<file path="config.mk">
export PLATFORM = sky130hd
export DESIGN_NAME = pipe_stage_elastic
export DESIGN_NICKNAME = d
export VERILOG_FILES = /design/src/rtl/pipe_stage_elastic.sv
export SDC_FILE = /design/constraint.sdc
export NUM_CORES = 1
export LEC_CHECK = 0
export ABC_AREA = 1
export CAP_MARGIN = 20
export CORE_MARGIN = 1
export CORE_UTILIZATION = 35
export DETAILED_ROUTE_END_ITERATION = 16
export GPL_TIMING_DRIVEN = 0
export PLACE_DENSITY = 0.78
export SYNTH_ARGS = -nofsm -noshare
export SYNTH_HDL_FRONTEND = slang
export SYNTH_SLANG_ARGS = --single-unit
</file>
<file path="constraint.sdc">
create_clock -name clk -period 2.69 [get_ports clk]
set_input_delay 0.538 -clock clk [delete_from_list [all_inputs] [get_ports clk]]
set_output_delay 0.538 -clock clk [all_outputs]
set_load 0.1 [all_outputs]
</file>
<file path="src/rtl/pipe_stage_elastic.sv">
`default_nettype none
// ============================================================================
// Module      : pipe_stage_elastic
// Description : Cascaded valid/ready register stages (plain or skid-buffered)
//               with synchronous flush and an occupancy count.
// Revision    : 1.0 - initial release
// ============================================================================
module pipe_stage_elastic #(
    parameter int WIDTH  = 32,
    parameter int STAGES = 1,
    parameter int SKID   = 0,
    parameter int CNT_W  = $clog2(STAGES * (1 + SKID) + 1)
) (
    input  logic             clk,
    input  logic             rst,
    input  logic             flush,
    input  logic             pin_valid,
    output logic             pin_ready,
    input  logic [WIDTH-1:0] pin_data,
    output logic             pout_valid,
    input  logic             pout_ready,
    output logic [WIDTH-1:0] pout_data,
    output logic [CNT_W-1:0] occupancy
);

    logic             w_drop;
    logic             w_pin_xfer;
    logic             w_pout_xfer;
    logic [CNT_W-1:0] r_occ;

    assign w_drop = rst | flush;

    for (genvar k = 0; k < STAGES; k++) begin : g_stage
        logic             w_in_valid;
        logic             w_in_ready;
        logic [WIDTH-1:0] w_in_data;
        logic             w_out_valid;
        logic             w_out_ready;
        logic [WIDTH-1:0] w_out_data;

        if (k == 0) begin : g_head
            assign w_in_valid = pin_valid;
            assign w_in_data  = pin_data;
        end else begin : g_link
            assign w_in_valid = g_stage[k-1].w_out_valid;
            assign w_in_data  = g_stage[k-1].w_out_data;
        end

        if (k == STAGES - 1) begin : g_tail
            assign w_out_ready = pout_ready;
        end else begin : g_next
            assign w_out_ready = g_stage[k+1].w_in_ready;
        end

        if (SKID == 0) begin : g_pipe
            logic             r_valid;
            logic [WIDTH-1:0] r_data;
            logic             w_in_xfer;

            assign w_in_ready = ~r_valid | w_out_ready;
            assign w_in_xfer  = w_in_valid & w_in_ready;

            always_ff @(posedge clk) begin
                if (w_drop) begin
                    r_valid <= 1'b0;
                end else if (w_in_xfer) begin
                    r_valid <= 1'b1;
                end else if (w_out_ready) begin
                    r_valid <= 1'b0;
                end
            end

            always_ff @(posedge clk) begin
                if (w_in_xfer) begin
                    r_data <= w_in_data;
                end
            end

            assign w_out_valid = r_valid;
            assign w_out_data  = r_data;
        end else begin : g_skid
            logic             r_main_valid;
            logic             r_skid_valid;
            logic [WIDTH-1:0] r_main_data;
            logic [WIDTH-1:0] r_skid_data;
            logic             w_in_xfer;
            logic             w_out_xfer;

            // Ready comes straight from a flop: no path from downstream ready.
            assign w_in_ready = ~r_skid_valid;
            assign w_in_xfer  = w_in_valid & ~r_skid_valid;
            assign w_out_xfer = r_main_valid & w_out_ready;

            always_ff @(posedge clk) begin
                if (w_drop) begin
                    r_main_valid <= 1'b0;
                    r_skid_valid <= 1'b0;
                end else if (w_out_xfer) begin
                    r_main_valid <= r_skid_valid | w_in_xfer;
                    r_skid_valid <= 1'b0;
                end else if (w_in_xfer) begin
                    if (r_main_valid) begin
                        r_skid_valid <= 1'b1;
                    end else begin
                        r_main_valid <= 1'b1;
                    end
                end
            end

            always_ff @(posedge clk) begin
                if (w_out_xfer) begin
                    if (r_skid_valid) begin
                        r_main_data <= r_skid_data;
                    end else if (w_in_xfer) begin
                        r_main_data <= w_in_data;
                    end
                end else if (w_in_xfer) begin
                    if (r_main_valid) begin
                        r_skid_data <= w_in_data;
                    end else begin
                        r_main_data <= w_in_data;
                    end
                end
            end

            assign w_out_valid = r_main_valid;
            assign w_out_data  = r_main_data;
        end
    end

    // Boundary handshakes are masked during rst/flush so nothing moves.
    assign pin_ready  = g_stage[0].w_in_ready & ~w_drop;
    assign pout_valid = g_stage[STAGES-1].w_out_valid & ~w_drop;
    assign pout_data  = g_stage[STAGES-1].w_out_data;

    assign w_pin_xfer  = pin_valid & pin_ready;
    assign w_pout_xfer = pout_valid & pout_ready;

    always_ff @(posedge clk) begin
        if (w_drop) begin
            r_occ <= '0;
        end else if (w_pin_xfer & ~w_pout_xfer) begin
            r_occ <= r_occ + CNT_W'(1);
        end else if (~w_pin_xfer & w_pout_xfer) begin
            r_occ <= r_occ - CNT_W'(1);
        end
    end

    assign occupancy = r_occ;

endmodule
`default_nettype wire
</file>
==> flow_metrics.tcl <==
set metrics [dict create \
    count_of_tritonroute_iterations_in_the_first_routing_pass 4 \
    placedInstanceArea_sq_um 1879 \
    groute.usage.overall_pct 15.36 \
    via_count 761 \
    tritoncts_num_sinks 34 \
    number_of_design_rule_violations_left_after_detail_routing 0 \
    final_layout_size_suffix_gt1_share_pct 9.023 \
    clkTransAtPathRegs_ns 0.09 \
    layout_min_cycle_time_ns 2.636 \
    synth_seq_cells 34 \
    max_clock_freq_mhz 379.4 \
    drt_iter0_markers 30 \
    vias_per_cell 4.299 \
    post_synth_inst_count 54 \
    yosysSeqAreaShare_pct 90.50 \
    worst_slew_pin_slew_ns 1.004 \
    dp.cells 169 \
    placeableCoreArea_sq_um 3028 \
    post-route-period-util_pct 97.99 \
    rd_place_congestion 0.7524 \
    antenna_violating_nets_post_route 0 \
    report.final.setup_viol 0 \
    critical_path.reg2reg.startpoint "g_stage[0].g_pipe.r_valid" \
    hold_path_startpoint "occupancy" \
    postLayoutCellArea_sq_um 1926 \
    global_route.overflow_total 0 \
    synthesis.yosys.warnings 0 \
    drt-total-wl_um 2527 \
    postLayoutSetupSlackWorst_ns 0.05418 \
    pwr_density_cell_nw_per_um2 635.7 \
    root_buffer "sky130_fd_sc_hd__clkbuf_4" \
    die-width_um 58.22 \
    cts_tree "built" \
    final_max_slew_viol_count 0 \
    crit_fanout 3 \
    average_detailed_routed_wire_length_per_instance_um 14.28 \
    insertion_delay_ns 0.33 \
    final_cells 177 \
    synthesis.area_sq_um 1106 \
    core.rowCount 20 \
    worst_relative_slew_slack_pct 32.89 \
    critPathArrivalTime_ns 2.10 \
    place_ws_ns -0.2413 \
    clockBufferDepth 2 \
    timing.critical_path.mode_cell "sky130_fd_sc_hd__nor2_4" \
    postCtsResizedCells 2 \
    cts_hold_buffers 0 \
    critical_path.max_stage_delay_ns 0.88 \
    grt_pass1_vias 702 \
    worstReg2RegEnd "pout_data[5]" \
    cts_max_level 2 \
    finalHoldWorstSlack_ns 0.5419 \
    yosysUniqueCellTypes 11 \
    numCtsBuffers 5 \
    cp_class "in -> out" \
    antenna_cells_inserted 0 \
    reg2regPathDepth 3 \
    power.static_leakage_nw 0.6982 \
    buffer_ports.inserted 71 \
    max_cap_viol_count 0 \
    die_area_sq_um 3389 \
    hold_viol 0 \
    ios 72 \
    run_status "completed" \
    crit_path_cell_chain "clkdlybuf4s50_1 -> nor2_4 -> nor2_4 -> dlygate4sd2_1" \
    ir_worst_vdd_v 0.0002363 \
    nFillCells 220 \
    holdPathEnd "occupancy" \
    clock-skew-final_ns 0.01238 \
    postSynthAreaPerCell_sq_um 20.48 \
    worst_hold_path_type "reg -> reg" \
    die_h_um 58.22 \
    syn_to_final_growth_pct 74.10 \
    first_pass_grt_wire_length_um 3463 \
    synth_nets 91 \
    cell_depth_of_the_worst_hold_path 2 \
    initial_utilization_pct 36.53 \
    grt_antenna_before_repair 0 \
    regToRegSetupSlack_ns 1.19 \
    setup_repair_after_global_routing_missed_its_margin "false" \
    post_cts_buffers 0 \
    nNetsFinal 169 \
    kind_of_launch_point_of_the_worst_setup_path "input port" \
    critical_path_end_type "primary output" \
    worst_path_max_delay_cell "sky130_fd_sc_hd__dlygate4sd2_1" \
    grt_max_degree 33 \
    crit_required_ns 2.15 \
]
cell families after synthesis:
| kind of cell | count (synthesis) | synth area share (%) |
|---|---|---|
| AO/OA/AOI/OAI | 1 | 0.4521 |
| buffers and inverters | 6 | 2.036 |
| flip-flops | 34 | 90.50 |
| AND/OR/NAND/NOR | 13 | 7.014 |
report_power, final:
group | total [mW] | leakage, nW | internal [mW] | switching [mW]
sequential | 0.621 | 0.328 | 0.613 | 0.00806
combinational | 0.346 | 0.344 | 0.0947 | 0.251
clock | 0.257 | 0.0265 | 0.104 | 0.153
worst max path at each step:
stage / from / to / slack, ns / cells after the start
after floorplan: rst / pout_valid / 0.24 / 3
after global placement: pout_ready / pout_data[8] / -0.68 / 3
after detailed placement: rst / pout_valid / -0.24 / 5
after CTS: pout_ready / pin_ready / 0.05 / 4
after global routing: rst / pin_ready / 0.009 / 5
final: pout_ready / pin_ready / 0.05 / 4
registers in the layout, summed over array words and instances, names as in the netlist:
register and count:
g_stage.g_pipe.r_valid 1, pout_data 32, occupancy 1
per-layer routing:
metal / share of wire, % / track usage (%)
met5: 0 / 0
met4: 1.7 / 8.163
met3: 12 / 8.705
met2: 49 / 26.11
met1: 37 / 14.64
cells in the mapped netlist (all sizes together):
cell type  number  area share, %
a21oi           1           0.45
edfxtp         32             87
inv             5            1.7
dfxtp           2            3.6
clkinv          1           0.34
nand2           3            1.7
nand3           1           0.91
nor2            9            4.4
metrics by stage:
step	TNS [ns]	total power, mW	utilization (%)
2_1_floorplan	0	0.8659	-
3_3_place_gp	-22.06	0.9745	61.82
3_5_place_dp	-0.4741	0.9809	62.07
4_1_cts	0	1.237	63.60
5_1_grt	0	1.270	63.60
6_report	0	1.224	63.60
layout by cell type (no fill, tap or decap), drive strengths merged:
cell,synthesis,routed
clkdlybuf4s50,0,69
edfxtp,32,32
nor2,9,9
clkbuf,0,8
inv,5,5
nand2,3,3
dfxtp,2,2
dlygate4sd2,0,2
clkinv,1,1
a21oi,1,1
nand3,1,1
critical path, delay by kind of cell:
kind	cells	cell delay, ns
buffers and inverters	2	1.38
AND/OR/NAND/NOR	2	0.17
cell type report:
cell class,instances,area (sq um),share of cell area [%]
Clock buffer,8,48.80,2.534
Inverter,6,22.52,1.170
Multi-Input combinational cell,14,90.09,4.678
Sequential cell,34,1001,51.98
Tap cell,44,55.05,2.859
Timing Repair Buffer,71,708.2,36.78
Note: power is estimated with default switching activity, not from simulation.
